**config.mk**
```make
export PLATFORM = sky130hd
export DESIGN_NAME = seg7_page_ctrl
export DESIGN_NICKNAME = d
export VERILOG_FILES = /design/src/rtl/seg7_ctrl_pkg.sv /design/src/rtl/btn_debounce.sv /design/src/rtl/seg7_page_ctrl.sv
export SDC_FILE = /design/constraint.sdc
export NUM_CORES = 1
export LEC_CHECK = 0
export ABC_AREA = 1
export ABC_CLOCK_PERIOD_IN_PS = 5900
export CORE_UTILIZATION = 49
export DETAILED_ROUTE_END_ITERATION = 12
export PLACE_DENSITY = 0.78
export REMOVE_ABC_BUFFERS = 1
export SYNTH_ARGS = -nofsm -noshare
export SYNTH_HDL_FRONTEND = slang
export SYNTH_SLANG_ARGS = --single-unit
```
**constraint.sdc**
```tcl
create_clock -name clock -period 5.9 [get_ports clock]
set_input_delay 0.59 -clock clock [delete_from_list [all_inputs] [get_ports clock]]
set_output_delay 0.59 -clock clock [all_outputs]
set_load 0.02 [all_outputs]
```
**src/rtl/seg7_ctrl_pkg.sv**
```systemverilog
// Shared types and helpers for the seg7 page controller.
// Latency: n/a (types, constants and a pure function only).
// Backpressure: n/a.
package seg7_ctrl_pkg;

  // Push-button debounce states: stable-low, qualifying a press, stable-high, qualifying a release
  typedef enum logic [1:0] {
    IDLE         = 2'd0,
    WAIT_PRESS   = 2'd1,
    PRESSED      = 2'd2,
    WAIT_RELEASE = 2'd3
  } db_state_t;

  // Byte-lane positions of the 32-bit display word; B3 is the leftmost digit pair
  localparam int B3 = 3;
  localparam int B2 = 2;
  localparam int B1 = 1;
  localparam int B0 = 0;

  // Next page index, wrapping the last page back to page 0
  function automatic int page_wrap_inc(input int page, input int n_pages);
    return (page >= n_pages - 1) ? 0 : page + 1;
  endfunction

endpackage

```
**src/rtl/btn_debounce.sv**
```systemverilog
// Push-button synchronizer and debouncer; emits one pulse per accepted press.
// Latency: 2 sync cycles + DB_CYCLES stable cycles, pulse registered (one cycle after acceptance).
// Backpressure: none; glitches shorter than DB_CYCLES are discarded.
module btn_debounce
  import seg7_ctrl_pkg::*;
#(
  parameter int DB_CYCLES = 1000000
) (
  input  logic clock,
  input  logic reset,
  input  logic btn_raw,
  output logic pulse
);

  localparam int CW = $clog2(DB_CYCLES + 1);

  logic          sync_q1;
  logic          sync_q2;
  db_state_t     state;
  logic [CW-1:0] cnt;
  logic [CW-1:0] cnt_inc;
  logic          at_limit;

  // cnt holds the number of consecutive cycles the new level has been seen
  assign cnt_inc  = cnt + CW'(1);
  assign at_limit = (cnt_inc == CW'(DB_CYCLES));

  // Two-flop synchronizer for the asynchronous button input
  always_ff @(posedge clock or posedge reset) begin
    if (reset) begin
      sync_q1 <= 1'b0;
      sync_q2 <= 1'b0;
    end else begin
      sync_q1 <= btn_raw;
      sync_q2 <= sync_q1;
    end
  end

  // Debounce FSM: a level change is accepted only after DB_CYCLES identical samples
  always_ff @(posedge clock or posedge reset) begin
    if (reset) begin
      state <= IDLE;
      cnt   <= '0;
      pulse <= 1'b0;
    end else begin
      pulse <= 1'b0;
      case (state)
        IDLE: begin
          if (sync_q2) begin
            state <= WAIT_PRESS;
            cnt   <= CW'(1);
          end
        end
        WAIT_PRESS: begin
          if (!sync_q2) begin
            state <= IDLE;
            cnt   <= '0;
          end else begin
            cnt <= cnt_inc;
            if (at_limit) begin
              state <= PRESSED;
              pulse <= 1'b1;
            end
          end
        end
        PRESSED: begin
          if (!sync_q2) begin
            state <= WAIT_RELEASE;
            cnt   <= CW'(1);
          end
        end
        WAIT_RELEASE: begin
          if (sync_q2) begin
            state <= PRESSED;
            cnt   <= '0;
          end else begin
            cnt <= cnt_inc;
            if (at_limit) begin
              state <= IDLE;
            end
          end
        end
        default: begin
          state <= IDLE;
          cnt   <= '0;
        end
      endcase
    end
  end

endmodule

```
**src/rtl/seg7_page_ctrl.sv**
```systemverilog
// Display-source scheduler: pages N_SRC 32-bit status words onto the 4-byte seg7 display.
// Latency: page change / refresh visible one edge after next_req, rot_tick or src_upd.
// Backpressure: none; requests arriving while frozen are dropped, never queued.
module seg7_page_ctrl
  import seg7_ctrl_pkg::*;
#(
  parameter int  N_SRC        = 4,
  parameter int  DB_CYCLES    = 1000000,
  parameter int  ROT_CYCLES   = 200000000,
  parameter int  FLASH_CYCLES = 25000000,
  localparam int PW           = $clog2(N_SRC)
) (
  input  logic               clock,
  input  logic               reset,
  input  logic [32*N_SRC-1:0] src_data,
  input  logic [N_SRC-1:0]   src_upd,
  input  logic               btn_next,
  input  logic               auto_en,
  input  logic               freeze,
  output logic [7:0]         b3_data,
  output logic [7:0]         b2_data,
  output logic [7:0]         b1_data,
  output logic [7:0]         b0_data,
  output logic [PW-1:0]      page_idx,
  output logic [N_SRC-1:0]   page_led,
  output logic               upd_flash
);

  localparam int RW = (ROT_CYCLES > 1) ? $clog2(ROT_CYCLES) : 1;
  localparam int FW = $clog2(FLASH_CYCLES + 1);

  logic          next_req;
  logic          rot_tick;
  logic          adv;
  logic          refresh;
  logic          init_load;
  logic          flash_start;
  logic          init_pend;
  logic [PW-1:0] page_nxt;
  logic [31:0]   word_cur;
  logic [31:0]   word_nxt;
  logic [31:0]   disp;
  logic [RW-1:0] rot_cnt;
  logic [FW-1:0] flash_cnt;

  btn_debounce #(
    .DB_CYCLES(DB_CYCLES)
  ) u_btn_debounce (
    .clock  (clock),
    .reset  (reset),
    .btn_raw(btn_next),
    .pulse  (next_req)
  );

  assign page_nxt = PW'(page_wrap_inc(int'(page_idx), N_SRC));
  assign word_cur = src_data[{page_idx, 5'd0} +: 32];
  assign word_nxt = src_data[{page_nxt, 5'd0} +: 32];

  // Advance is suppressed until the first snapshot has been taken after reset
  assign rot_tick    = auto_en & ~freeze & (rot_cnt == RW'(ROT_CYCLES - 1));
  assign adv         = (next_req | rot_tick) & ~freeze & ~init_pend;
  assign refresh     = ~freeze & ~adv & src_upd[page_idx];
  assign init_load   = init_pend & ~freeze;
  // An update on the incoming page during an advance still counts as a fresh value
  assign flash_start = refresh | (adv & src_upd[page_nxt]);

  // Auto-rotate period counter; held while frozen, restarted by any accepted advance
  always_ff @(posedge clock or posedge reset) begin
    if (reset) begin
      rot_cnt <= '0;
    end else if (!auto_en) begin
      rot_cnt <= '0;
    end else if (!freeze) begin
      if (adv || rot_tick) begin
        rot_cnt <= '0;
      end else begin
        rot_cnt <= rot_cnt + RW'(1);
      end
    end
  end

  // Page register and display snapshot; advance beats init load beats refresh
  always_ff @(posedge clock or posedge reset) begin
    if (reset) begin
      page_idx  <= '0;
      disp      <= '0;
      init_pend <= 1'b1;
    end else begin
      if (adv) begin
        page_idx <= page_nxt;
        disp     <= word_nxt;
      end else if (init_load) begin
        disp <= src_data[31:0];
      end else if (refresh) begin
        disp <= word_cur;
      end
      if (init_load) begin
        init_pend <= 1'b0;
      end
    end
  end

  // Update-flash timer; keeps counting down through freeze, cleared when the page moves away
  always_ff @(posedge clock or posedge reset) begin
    if (reset) begin
      flash_cnt <= '0;
    end else if (flash_start) begin
      flash_cnt <= FW'(FLASH_CYCLES);
    end else if (adv) begin
      flash_cnt <= '0;
    end else if (flash_cnt != '0) begin
      flash_cnt <= flash_cnt - FW'(1);
    end
  end

  assign upd_flash = (flash_cnt != '0);
  assign page_led  = N_SRC'(1) << page_idx;

  assign b3_data = disp[B3*8 +: 8];
  assign b2_data = disp[B2*8 +: 8];
  assign b1_data = disp[B1*8 +: 8];
  assign b0_data = disp[B0*8 +: 8];

endmodule

```
==> summary.txt <==
Floorplanning
  • Ports: between 150 and 200
  • Die height: approximately 140 um
  • # rows: 48
  • Chip Width: about 140 um
  • Initial core utilization: roughly 50%
  • Die ar.: roughly 18000 um^2
  • Core box area: 17300 um^2

Routing
  • Metal2 WL: between 10000 and 15000 um
  • Highest metal used: met4
  • Final wirelength: about 27000 um
  • Routed wl met3: ~2500 um
  • Initial drt markers: 791
  • Via Count: just under 10k
  • Wire per inst: between 15 and 20 um
  • # DRC: 0
  • WL met1: 11150 um
  • ANT nets after route: 0
  • Vias/cell: approximately 5.5
  • DRT Pass-1 Iters: 5

Finish
  • Commonest non-fill, non-tap cell in the layout: nand2_1
  • Multi-input gate area: about 4900 um^2
  • Most frequent cells in the layout: nand2_1 (298), inv_1 (183), clkdlybuf4s50_1 (175), nor2_1 (166), o21ai_0 (153)
  • Area grow syn2layout: 28.62%
  • Sequential cell area: roughly 2800 um^2
  • Share of cells above drive strength 1: around 4.4%
  • Fill cell count: ~1.6k
  • Nets: 1653
  • Post-route cell area: ~11000 um^2

Setup path
  • CP startpoint: freeze
  • WP data arrival: slightly below 4 ns
  • Critical path endpoint: disp[18]
  • RR Endpoint: disp[18]
  • Worst Setup End Kind: flip-flop
  • Setup crit start kind: input port
  • Worst Path Class, Setup: input port to flip-flop
  • Reg2Reg Depth: 10
  • Reg-to-reg slack, setup: between 2 and 2.5 ns
  • Worst R2R Start: rot_cnt[0]
  • WP data required: between 6 and 7 ns
  • Crit path max fanout: 64

GRT
  • Total track usage: between 30 and 40%
  • Vias in the first global route: 9067
  • Initial antenna violation count: 1
  • First-pass GRT wire length: between 40000 and 50000 um
  • GRT overflow: 0
  • Largest net degree at the start of global routing: 72

Clock network
  • Setup Fix Bufs, Post-CTS: 0
  • Htree depth: 4
  • PostCTS Resize Cnt: 0
  • Clock latency on the worst-skew pair: 0.43 ns
  • Worst-path clk slew: around 0.06 ns
  • CTS max path bufs: 2
  • Clock root buffer: clkbuf_16
  • CTS tree: built
  • CTS Sinks: roughly 110
  • Post-CTS Hold Buffers: 0
  • Clock buffer count from CTS: 17

STA
  • Final setup viols: 0
  • Final Slew Violations: 0
  • Final Hold Violating Endpoints: 0
  • Layout Skew: 0.007399 ns
  • FMAX: ~270 MHz
  • Crit path time final: 3.665 ns
  • Worst slew margin: 22.75%
  • RSZ-0062 raised after global routing: false
  • Setup_tns: 0 ns
  • WHS: roughly 0.4 ns
  • Worst-Margin Slew: approximately 1.2 ns
  • Crit share post-route: roughly 62%

Outcome
  • Status: complete, no violations

Logic synthesis
  • Synth top area share: 32.33%
  • Synth top area cells: dfrtp_1 (32%), nand2_1 (13%), o21ai_0 (8.8%)
  • Synth cell types: 34
  • Seq/Total Area, Yosys: between 30% and 40%
  • Post-Syn Instances: between 1k and 1.5k
  • Total of warnings raised by yosys: 0
  • Area leader, netlist: dfrtp_1
  • Synthesized area: 8670 um^2
  • FF+latch count, synth: 113
  • Syn avg cell area: ~6.3 um^2

Place
  • Placed inst area: ~11000 um^2
  • Final HPWL DP: 18330 um
  • I/O Buffers: approximately 180
  • GP Congestion: roughly 0.92

Power
  • Leakage: 4.979 nW
  • PD cells: roughly 250 nW/um^2
  • Max IR drop VDD: ~180 uV

Run
  • Max Cap Viol: 0

Worst hold path
  • HP Class: flip-flop to flip-flop
-- metrics by stage --
step	std cells	setup slack [ns]	power, mW	util (%)
5_1_grt	1747	1.904	2.875	64.47
6_report	1747	2.235	2.741	64.47
4_1_cts	1746	2.250	2.747	64.45
3_5_place_dp	1714	1.793	1.631	60.76
3_3_place_gp	1714	2.031	1.616	60.76
2_1_floorplan	1302	1.394	1.312	-
-- state kept, by name, summed over array words and instances, names as in the netlist, named ones only --
register / count
disp: 32
flash_cnt: 25
init_pend: 1
page_idx: 2
rot_cnt: 28
u_btn_debounce.cnt: 20
u_btn_debounce.pulse: 1
u_btn_debounce.state: 1
u_btn_debounce.sync_q1: 1
u_btn_debounce.sync_q2: 1
-- per-layer routing --
| metal | up-vias | track usage (%) |
|---|---|---|
| li1 | 4752 | - |
| met1 | 4370 | 38.69 |
| met2 | 474 | 49.40 |
| met3 | 65 | 7.845 |
| met4 | 0 | 12.30 |
| met5 | - | 0 |
-- where the power goes --
| part | internal (mW) | switching, mW |
|---|---|---|
| registers | 0.857 | 0.0620 |
| clock network | 0.727 | 0.388 |
| logic | 0.303 | 0.405 |
-- worst min path at each step --
| stage | from | to | depth (start not counted) |
|---|---|---|---|
| final | u_btn_debounce.sync_q1 | u_btn_debounce.sync_q2 | 0 |
| after detailed placement | u_btn_debounce.sync_q1 | u_btn_debounce.sync_q2 | 0 |
| after floorplan | u_btn_debounce.sync_q1 | u_btn_debounce.sync_q2 | 0 |
| after global routing | u_btn_debounce.sync_q1 | u_btn_debounce.sync_q2 | 0 |
| after global placement | u_btn_debounce.sync_q1 | u_btn_debounce.sync_q2 | 0 |
| after CTS | u_btn_debounce.sync_q1 | u_btn_debounce.sync_q2 | 0 |
-- synthesized netlist by cell type --
library cell	count
clkinv_1	1
nor3_4	1
clkbuf_1	44
o21ai_0	153
or2_2	2
nand3b_1	5
buf_2	20
buf_4	3
nand3_2	2
o21ai_1	19
nor4_1	3
inv_2	1
a21oi_1	118
xnor2_1	7
and2_1	2
dfstp_2	1
nand4_1	21
buf_6	2
xor2_1	30
inv_1	184
and3_1	1
nand2_2	3
o22ai_1	29
dfrtp_1	112
nand2_1	298
nor3b_1	2
a22oi_1	24
o211ai_1	2
ha_1	8
nor2_1	169
nand3_1	72
nand2_4	2
nor3_1	26
nor2_2	4
-- logic make-up after synthesis --
group / Yosys count / synth area share, %
adders and majority gates: 8 / 1.155
DFF: 113 / 32.63
AOI/OAI and AO/OA: 345 / 21.09
and+or+nand+nor: 613 / 29.76
xor gates and xnor gates: 37 / 3.738
buffers and inverters: 255 / 11.63
-- critical path, stage by stage --
cell	delay (ns)
clkdlybuf4s50_1	0.69
nor2_1	0.15
nand3_2	0.12
nand2_4	0.26
nand2_4	0.55
nand3_2	1.01
o21ai_0	0.53
-- final cells by class --
cell class	instances	area share, %
repair buffers	187	16.52
inverters	186	6.284
clock buffers	19	4.062
diodes	1	0.02244
flip-flops and latches	113	25.38
multi-input cells	1003	43.55
well taps	225	2.525
clock inverters	13	1.661
(Power assumes the default switching activity.)
